## config.mk

```make
export PLATFORM = sky130hd
export DESIGN_NAME = ct_loader
export DESIGN_NICKNAME = d
export VERILOG_FILES = /design/src/rtl/hqc_params_pkg.sv /design/src/rtl/ct_loader_word_packer.sv /design/src/rtl/ct_loader.sv
export SDC_FILE = /design/constraint.sdc
export NUM_CORES = 1
export LEC_CHECK = 0
export CORE_MARGIN = 5
export CORE_UTILIZATION = 30
export CTS_CLUSTER_DIAMETER = 40
export CTS_CLUSTER_SIZE = 40
export DETAILED_ROUTE_END_ITERATION = 10
export GPL_TIMING_DRIVEN = 0
export SLEW_MARGIN = 10
export SYNTH_ARGS = -nofsm -noshare
export SYNTH_HDL_FRONTEND = slang
export SYNTH_SLANG_ARGS = --single-unit
```

## constraint.sdc

```tcl
create_clock -name clk -period 8.3 [get_ports clk]
set_clock_uncertainty 0.15 [all_clocks]
set_input_delay 2.49 -clock clk [delete_from_list [all_inputs] [get_ports clk]]
set_output_delay 2.49 -clock clk [all_outputs]
set_load 0.02 [all_outputs]
```

## src/rtl/hqc_params_pkg.sv

```systemverilog
// Shared HQC parameter helpers, load-port type codes and loader state encoding.
`ifndef CLOG2
`define CLOG2(x) $clog2(x)
`endif

package hqc_params_pkg;

    typedef enum logic [2:0] {
        ST_IDLE,
        ST_LOAD_U,
        ST_FLUSH_U,
        ST_LOAD_V,
        ST_LOAD_D,
        ST_START,
        ST_WAIT
    } ld_state_t;

    localparam logic [1:0] TYPE_IDLE = 2'd0;
    localparam logic [1:0] TYPE_D    = 2'd1;
    localparam logic [1:0] TYPE_U    = 2'd2;
    localparam logic [1:0] TYPE_V    = 2'd3;

    localparam int D_WORDS = 16;

    // set_idx: 0 = hqc128, 1 = hqc192, 2 = hqc256
    function automatic int hqc_n(input int set_idx);
        case (set_idx)
            2:       return 57637;
            1:       return 35851;
            default: return 17669;
        endcase
    endfunction

    function automatic int hqc_n1n2(input int set_idx);
        case (set_idx)
            2:       return 57600;
            1:       return 35840;
            default: return 17664;
        endcase
    endfunction

    function automatic int hqc_ramdepth(input int n, input int ramwidth);
        return (n + (ramwidth - n % ramwidth) % ramwidth) / ramwidth;
    endfunction

endpackage

```

## src/rtl/ct_loader_word_packer.sv

```systemverilog
// Packs 32-bit words into RAMWIDTH-bit rows; emits a row on the top lane or on flush.
module word_packer
    import hqc_params_pkg::*;
#(
    parameter int RAMWIDTH  = 256,
    parameter int LAST_BITS = 5,
    localparam int LANES    = RAMWIDTH / 32,
    localparam int LANE_W   = `CLOG2(LANES)
) (
    input  logic                clk,
    input  logic                rst,
    input  logic                clear,
    input  logic                word_valid,
    input  logic [LANE_W-1:0]   word_lane,
    input  logic [31:0]         word_data,
    input  logic                word_last,
    input  logic                flush,
    output logic                row_valid,
    output logic [RAMWIDTH-1:0] row_data
);

    localparam logic [31:0] LAST_MASK = (LAST_BITS == 0) ? 32'hFFFF_FFFF
                                                         : ((32'd1 << LAST_BITS) - 32'd1);

    logic [RAMWIDTH-1:0] pack_q;
    logic [31:0]         word_m;

    always_comb begin
        word_m    = word_last ? (word_data & LAST_MASK) : word_data;
        row_data  = pack_q;
        if (word_valid) begin
            row_data[{word_lane, 5'b00000} +: 32] = word_m;
        end
        row_valid = flush || (word_valid && (word_lane == LANE_W'(LANES - 1)));
    end

    always_ff @(posedge clk or negedge rst) begin
        if (!rst) begin
            pack_q <= '0;
        end else if (clear || row_valid) begin
            pack_q <= '0;
        end else if (word_valid) begin
            pack_q <= row_data;
        end
    end

endmodule

```

## src/rtl/ct_loader.sv

```systemverilog
// Ciphertext loader: streams u, v and d words into the decap load port, then starts decap.
//
//  state      | meaning
//  -----------+--------------------------------------------------
//  ST_IDLE    | waiting for load_start, s_ready low
//  ST_LOAD_U  | packing u words into rows, writing full rows
//  ST_FLUSH_U | writing the partial last u row at RAMDEPTH-1
//  ST_LOAD_V  | packing v words, V_ROWS full rows
//  ST_LOAD_D  | writing d words one per accepted word
//  ST_START   | one cycle before the decap_start pulse
//  ST_WAIT    | waiting for decap_done
module ct_loader
    import hqc_params_pkg::*;
#(
    parameter        parameter_set = "hqc128",
    parameter int    RAMWIDTH      = 256,
    localparam int   SET_IDX       = (parameter_set == "hqc256") ? 2 :
                                     ((parameter_set == "hqc192") ? 1 : 0),
    localparam int   N             = hqc_n(SET_IDX),
    localparam int   N1N2          = hqc_n1n2(SET_IDX),
    localparam int   RAMDEPTH      = hqc_ramdepth(N, RAMWIDTH),
    localparam int   LOG_RAMDEPTH  = `CLOG2(RAMDEPTH)
) (
    input  logic                    clk,
    input  logic                    rst,
    input  logic                    load_start,
    input  logic                    s_valid,
    input  logic [31:0]             s_data,
    output logic                    s_ready,
    output logic [1:0]              decap_in_type,
    output logic [RAMWIDTH-1:0]     decap_in,
    output logic [LOG_RAMDEPTH-1:0] decap_in_addr,
    output logic                    decap_in_wen,
    output logic                    decap_start,
    input  logic                    decap_done,
    output logic                    busy,
    output logic                    done
);

    localparam int LANES   = RAMWIDTH / 32;
    localparam int LANE_W  = `CLOG2(LANES);
    localparam int U_WORDS = (N + 31) / 32;
    localparam int V_ROWS  = N1N2 / RAMWIDTH;
    localparam int WCNT_W  = `CLOG2(U_WORDS + 1);

    ld_state_t            state_q, state_d;
    logic [WCNT_W-1:0]    word_cnt_q;
    logic [LANE_W-1:0]    lane_q;
    logic [LOG_RAMDEPTH-1:0] row_q;
    logic                 accept, lane_last, u_last, flush, pack_word;
    logic                 row_valid;
    logic [RAMWIDTH-1:0]  row_data;

    assign lane_last = (lane_q == LANE_W'(LANES - 1));
    assign accept    = s_valid && s_ready;
    assign u_last    = (state_q == ST_LOAD_U) && (word_cnt_q == WCNT_W'(U_WORDS - 1));
    assign pack_word = accept && ((state_q == ST_LOAD_U) || (state_q == ST_LOAD_V));

    always_comb begin
        state_d = state_q;
        s_ready = 1'b0;
        flush   = 1'b0;
        case (state_q)
            ST_IDLE:    if (load_start) state_d = ST_LOAD_U;
            ST_LOAD_U: begin
                s_ready = 1'b1;
                if (s_valid && u_last) state_d = ST_FLUSH_U;
            end
            ST_FLUSH_U: begin
                flush   = 1'b1;
                state_d = ST_LOAD_V;
            end
            ST_LOAD_V: begin
                s_ready = 1'b1;
                if (s_valid && lane_last && (row_q == LOG_RAMDEPTH'(V_ROWS - 1)))
                    state_d = ST_LOAD_D;
            end
            ST_LOAD_D: begin
                s_ready = 1'b1;
                if (s_valid && (word_cnt_q == WCNT_W'(D_WORDS - 1))) state_d = ST_START;
            end
            ST_START:   state_d = ST_WAIT;
            ST_WAIT:    if (decap_done) state_d = ST_IDLE;
            default:    state_d = ST_IDLE;
        endcase
    end

    always_ff @(posedge clk or negedge rst) begin
        if (!rst) begin
            state_q <= ST_IDLE;
        end else begin
            state_q <= state_d;
        end
    end

    // Every phase change starts its counters from zero.
    always_ff @(posedge clk or negedge rst) begin
        if (!rst) begin
            word_cnt_q <= '0;
            lane_q     <= '0;
            row_q      <= '0;
        end else if (state_d != state_q) begin
            word_cnt_q <= '0;
            lane_q     <= '0;
            row_q      <= '0;
        end else if (accept) begin
            word_cnt_q <= word_cnt_q + 1'b1;
            lane_q     <= lane_last ? '0 : lane_q + 1'b1;
            if (lane_last) row_q <= row_q + 1'b1;
        end
    end

    word_packer #(
        .RAMWIDTH  (RAMWIDTH),
        .LAST_BITS (N % 32)
    ) u_packer (
        .clk        (clk),
        .rst        (rst),
        .clear      (state_q == ST_IDLE),
        .word_valid (pack_word),
        .word_lane  (lane_q),
        .word_data  (s_data),
        .word_last  (u_last),
        .flush      (flush),
        .row_valid  (row_valid),
        .row_data   (row_data)
    );

    always_ff @(posedge clk or negedge rst) begin
        if (!rst) begin
            decap_in_wen  <= 1'b0;
            decap_in_type <= TYPE_IDLE;
            decap_in_addr <= '0;
            decap_in      <= '0;
            decap_start   <= 1'b0;
            done          <= 1'b0;
            busy          <= 1'b0;
        end else begin
            decap_in_wen <= 1'b0;
            if (row_valid) begin
                decap_in_wen  <= 1'b1;
                decap_in      <= row_data;
                decap_in_addr <= flush ? LOG_RAMDEPTH'(RAMDEPTH - 1) : row_q;
                decap_in_type <= (state_q == ST_LOAD_V) ? TYPE_V : TYPE_U;
            end else if (accept && (state_q == ST_LOAD_D)) begin
                decap_in_wen  <= 1'b1;
                decap_in      <= {{(RAMWIDTH - 32){1'b0}}, s_data};
                decap_in_addr <= LOG_RAMDEPTH'(word_cnt_q);
                decap_in_type <= TYPE_D;
            end else if (state_d == ST_IDLE) begin
                decap_in_type <= TYPE_IDLE;
            end
            decap_start <= (state_q == ST_START);
            done        <= (state_q == ST_WAIT) && decap_done;
            busy        <= (state_d != ST_IDLE);
        end
    end

endmodule

```

==> results of run 1 <==
==> kinds of logic after synthesis <==
group	count (synthesis)	synth area share, %
compound gates	649	20.50
simple gates	640	13.95
flops	548	57.81
buf+inv	272	5.048
mux	42	1.783
xor+xnor	13	0.4800
fa+ha+maj	8	0.4220
==> cells in the mapped netlist (all sizes together), types with 2 or more instances <==
master / n
nor3: 25
nand4bb: 2
o22a: 2
nor2b: 3
o2111ai: 7
o31a: 14
a32o: 8
a211oi: 2
a22o: 90
and4bb: 2
a31oi: 89
and4: 3
a21o: 5
nor2: 51
nand4: 10
or2: 4
a32oi: 18
xor2: 11
nand3: 104
o211ai: 4
mux2: 2
nor3b: 4
nand2: 226
nand2b: 5
o22ai: 78
o2bb2ai: 39
a221o: 126
a21oi: 115
buf: 113
xnor2: 2
o21ai: 43
ha: 8
dfrtp: 548
clkbuf: 132
nor4b: 2
and3: 145
or3: 7
inv: 27
nor4: 5
and2: 36
o221a: 5
mux2i: 40
==> per-layer routing <==
metal	GRT usage, %	vias to the layer above	part of all wire, %
li1	-	8923	-
met1	31.07	10680	41
met2	35.84	1133	45
met3	5.447	216	8.9
met4	8.885	8	4.4
met5	0	-	0.042
==> worst paths after layout <==
kind | end | slack [ps] | cells past startpoint
max | s_ready | 2940 | 4
min | u_packer.pack_q[215]$_DFFE_PN0P_ | 340 | 1
max reg2reg | u_packer.pack_q[190]$_DFFE_PN0P_ | 4200 | 11
min reg2reg | u_packer.pack_q[215]$_DFFE_PN0P_ | 340 | 1
max in group asynchronous | u_packer.pack_q[76]$_DFFE_PN0P_ | 4890 | 3
min in group asynchronous | u_packer.pack_q[86]$_DFFE_PN0P_ | 1610 | 1
==> layout make-up <==
cell class	instances	area [µm²]	share of cell area [%]
sequential	548	13710	43.75
multi-input combinational	1352	8813	28.12
timing repair buffer	289	2987	9.529
clock buffer	102	2410	7.689
tap	1050	1314	4.192
buffer	245	1096	3.497
clock inverter	70	907.1	2.894
inverter	27	101.3	0.3234
==> power by group <==
part / switching, mW / leakage (nW) / total (mW) / internal [mW]
clock: 1.53 / 1.60 / 4.04 / 2.51
combinational: 2.22 / 5.22 / 3.92 / 1.70
sequential: 0.649 / 7.38 / 4.30 / 3.65
==> worst register-to-register path: stages, from the launching register on <==
cell and delay [ps]:
dfrtp_1 340, buf_2 220, clkbuf_1 440, inv_1 140, ha_1 230, ha_1 210, and4bb_1 280, buf_4 180
nand3_1 410, a21oi_1 800, buf_2 440, o22ai_1 120
==> per-stage QoR <==
stage               setup slack [ps]  cell area (µm²)
floorplan                       4264            23720
global placement              -19010            27870
detailed placement              2861            28020
CTS                             2967            31340
global route                    2886            31340
finish                          2941            31340
==> registers in the layout (all words and copies together) (netlist names) <==
name and cells:
decap_in_wen 1, state_q 3, decap_in_addr 7, busy 1
decap_start 1, u_packer.pack_q 256, decap_in 256, lane_q 3
row_q 7, decap_in_type 2, word_cnt_q 10, done 1
==> key figures, run 1 <==
Synthesis
  – Largest area contributor in the netlist: dfrtp_1
  – Seq/Total Area, Yosys: 57.81%
  – Synth cell types: 72
  – Synth top area cells: dfrtp_1, a221o_1, and3_1
  – Flops & latches, synth: 548
  – EDFF count, synth: 0
  – Main synth FF type: dfrtp_1
  – Proportion of netlist area held by the largest area contributor: 57.81%
  – Area of the mapped netlist: 0.02372 mm²
  – Fraction of registers with async set or reset after synthesis: 100.0%
  – Yosys warns: 0
  – Post-Synthesis Cells: 2172
  – Mapped Avg Cell Area: 10.92 µm²
  – Synth Net Count: approximately 2200

Setup path
  – CP arrival: 2720 ps
  – Critical path startpoint category: flop
  – Worst R2R Start: lane_q[0]$_DFFE_PN0P_
  – Critical path required time: ~5700 ps
  – Worst path bufs/invs: 2
  – Worst Path Max Fanout: 10
  – Slowest stage cell, crit path: clkdlybuf4s50_1
  – CP peak stage delay: 610 ps
  – Worst setup EP type: output port
  – Crit-path leading delay family: buffers and inverters
  – Setup Crit Path Kind: flop to output port
  – Critical Path, Cell by Cell: clkbuf_1 > nor3b_2 > or2_2 > clkdlybuf4s50_1
  – Crit path from: state_q[1]$_DFF_PN0_

Floorplanning
  – Starting density of the core: 30.12%
  – DIE WIDTH: 291.2 µm
  – Die Footprint: 0.08479 mm²
  – # IOs: between 300 and 400
  – FP Rows: 103
  – Core box area: 0.07874 mm²
  – Die height: 291.2 µm

Clocking
  – Worst-Skew Late Latency: 670 ps
  – CTS H-tree depth: 3
  – Post-CTS Resized: 0
  – Post-CTS setup buffer count: 0
  – Num CTS Buffers: 92
  – Clock sinks: ~550
  – Clock buffer depth: 3
  – CTS root buf: clkbuf_16
  – Cts hold-fix bufs: 0
  – CTS tree: built
  – Clock transition at path regs: 50 ps

Drt
  – Residual DRC: 0
  – Wirelength per Cell: around 27 µm
  – Total Routed Length: just over 100 mm
  – Number of DRC markers in iteration 0: 2266
  – Final ANT Viol Nets: 0
  – Total vias in the final route: 20960
  – DR pass1 iterations: 6
  – Vias/cell: roughly 5.7

Finish
  – Area added between synthesis and finish: 32.13%
  – Most frequent cells in the layout: dfrtp_1, clkdlybuf4s50_1, nand2_1
  – Antenna cell count: 0
  – Fillers: 7519
  – Most common cell after layout, fill and taps aside: dfrtp_1
  – Layout cell share with drive strength beyond 1: 11.96%
  – Fin util: 39.80%
  – Final #Nets: 2600
  – Final cell count without fillers: about 3700

Timing
  – Tmin final: between 5000 and 6000 ps
  – Final slew viol count: 0
  – Worst hold slack: between 300 and 400 ps
  – Setup violators final: 0
  – Final period util: 64.57%
  – RSZ-0062 raised after global routing: false
  – Worst-Margin Slew: 1290 ps
  – Final setup TNS: 0 ps
  – Max Freq: 186.6 MHz
  – Worst slew margin: 14.01%
  – Final Hold Viols: 0

Power
  – Leakage power: 14.21 nW
  – PwrDens: 391.4 mW/mm²
  – Worst IR Drop VDD: between 0.15 and 0.2 mV
  – Overall Power: 12.27 mW

Global routing
  – First-pass GRT wire length: 145.7 mm
  – Initial antenna violation count: 5
  – Total GRT Usage: 22.95%
  – Vias in the first global route: around 21000
  – GR Overflow Total: 0
  – Largest net degree at the start of global routing: 113

Placement
  – Placed instance count: 3511
  – Post-DP HPWL: about 74 mm
  – Final RePlAce weighted congestion: between 0.9 and 1
  – Port buffer count: roughly 280

Job
  – Max-cap viol count: 0

Worst hold path
  – Hold Crit Class: flop to flop
  – Hold Crit Start: u_packer.pack_q[215]$_DFFE_PN0P_

Run status
  – Status: finished clean
Note: power is estimated with default switching activity, not from simulation.
==> run 2: changes to the inputs <==
Clock period 8.3 ns to 4.7 ns, I/O delays scaled along.
==> results of run 2 <==
The final DEF is identical to that of run 1. Status: finished clean.
Main changes from that run: setup slack after placement 2861 ps -> 340.7 ps; setup slack after layout 2941 ps -> 420.7 ps; register-to-register setup slack 4200 ps -> 600 ps; total power 12.27 mW -> 21.66 mW; worst IR drop on VDD 0.1895 mV -> 0.3347 mV
==> run 3: changes to the inputs <==
Settings changed: CTS_BUF_LIST set to sky130_fd_sc_hd__clkbuf_8.
==> key figures, run 3 (same netlist as run 1, synthesis figures left out) <==
Global routing
  – GR Overflow Total: 0
  – Initial antenna violation count: 5
  – Vias in the first global route: around 21000
  – First-pass GRT wire length: 145.0 mm
  – Largest net degree at the start of global routing: 113
  – Total GRT Usage: 22.83%

Placement
  – Placed instance count: 3511
  – Final RePlAce weighted congestion: 0.9363
  – Post-DP HPWL: 73.95 mm
  – Port buffer count: 283

Timing
  – Setup violators final: 0
  – Worst slew margin: 17.14%
  – Max Freq: 232.9 MHz
  – Final setup TNS: 0 ps
  – Worst-Margin Slew: 1243 ps
  – Tmin final: 4293 ps
  – Final Hold Viols: 0
  – Final slew viol count: 0
  – Final period util: 91.34%
  – RSZ-0062 raised after global routing: false

Setup path
  – Critical path required time: about 3100 ps
  – CP arrival: 2730 ps
  – Worst setup EP type: output port
  – Worst Path Max Fanout: 10
  – Worst R2R Start: lane_q[0]$_DFFE_PN0P_
  – Worst Reg-to-Reg Cells: 11
  – Setup Crit Path Kind: flop to output port
  – Crit path from: state_q[1]$_DFF_PN0_
  – Critical path startpoint category: flop

Finish
  – Antenna cell count: 0
  – Most frequent cells in the layout: dfrtp_1, clkdlybuf4s50_1, nand2_1
  – Most common cell after layout, fill and taps aside: dfrtp_1
  – Area added between synthesis and finish: 27.47%
  – Final cell count without fillers: between 3000 and 4000
  – Top Registers: decap_in x256, u_packer.pack_q x256, word_cnt_q x10
  – Final #Nets: 2600
  – Layout cell share with drive strength beyond 1: 11.96%

Clocking
  – CTS tree: built
  – Post-CTS Resized: 0
  – Num CTS Buffers: 92
  – CTS root buf: clkbuf_8
  – Cts hold-fix bufs: 0
  – Post-CTS setup buffer count: 0
  – Clock buffer depth: 3
  – Clock transition at path regs: roughly 70 ps
  – Worst-Skew Late Latency: 740 ps
  – CTS H-tree depth: 3
  – Clock sinks: 548

Worst hold path
  – Hold Crit Depth: 1
  – Hold Crit Start: u_packer.pack_q[215]$_DFFE_PN0P_
  – Hold Crit Class: flop to flop

Run status
  – Status: finished clean

Floorplanning
  – Starting density of the core: 30.12%
  – Die Footprint: 0.08479 mm²
  – DIE WIDTH: between 200 and 300 µm
  – Core box area: 0.07874 mm²
  – FP Rows: 103
  – # IOs: approximately 300
  – Die height: slightly below 300 µm

Drt
  – Number of DRC markers in iteration 0: 2342
  – Wirelength per Cell: 27.44 µm
  – DR pass1 iterations: 6
  – Final ANT Viol Nets: 0
  – Vias/cell: 5.674
  – Total Routed Length: 101.1 mm
  – Total vias in the final route: 20900
  – Residual DRC: 0

Power
  – Leakage power: 13.72 nW
  – Worst IR Drop VDD: ~0.25 mV
  – PwrDens: 649.2 mW/mm²

Job
  – Max-cap viol count: 0
run 3: cell count changes in the layout (fill, tap and decap cells not counted), sizes merged:
cell	previous run	this run
clkbuf	234	231
clkinv	24	21
inv	53	59
run 3: through the flow:
step                      power, mW  cell area (µm²)  setup slack (ps)  hold WS, ps  utilization, %
after global placement        14.41            27870            -21530        324.7           35.39
after CTS                     19.67            30240             369.1        347.6           38.40
after detailed placement      14.55            28020             340.7        324.3           35.59
after global routing          20.50            30240             304.3        353.1           38.40
final                         19.63            30240             407.1        342.9           38.40
after floorplan               11.03            23720              1744        307.8               -
run 3: cell type report:
class | instances | area [µm²]
Fill cell | 7647 | 48510
Inverter | 27 | 101.3
Sequential cell | 548 | 13710
Multi-Input combinational cell | 1352 | 8813
Clock buffer | 99 | 1363
Buffer | 245 | 1096
Tap cell | 1050 | 1314
Timing Repair Buffer | 289 | 2987
Clock inverter | 73 | 849.6
run 3: worst paths after layout:
| check | slack (ps) | end |
|---|---|---|
| min reg2reg | 340 | u_packer.pack_q[215]$_DFFE_PN0P_ |
| max | 410 | s_ready |
| max reg2reg | 620 | u_packer.pack_q[190]$_DFFE_PN0P_ |
| min in group asynchronous | 460 | decap_in[83]$_DFFE_PN0P_ |
| min | 340 | u_packer.pack_q[215]$_DFFE_PN0P_ |
| max in group asynchronous | 2420 | decap_in[143]$_DFFE_PN0P_ |
run 3: layer usage:
layer	track usage, %	wire length [µm]	up-vias
li1	-	-	8903
met1	30.80	41670	10620
met2	35.73	45890	1152
met3	5.394	9244	211
met4	9.001	4234	8
met5	0	39	-
run 3: power breakdown:
group          leakage (nW)  switching [mW]  total [mW]  internal (mW)
clock network          1.12            2.40        5.11           2.72
registers              7.38            1.15        7.59           6.44
logic                  5.22            3.92        6.93           3.01
run 3: worst max-delay path: stages, from the launching register on:
cell and delay (ps):
dfrtp_1 410, clkbuf_1 240, nor3b_2 540, or2_2 230, clkdlybuf4s50_1 610
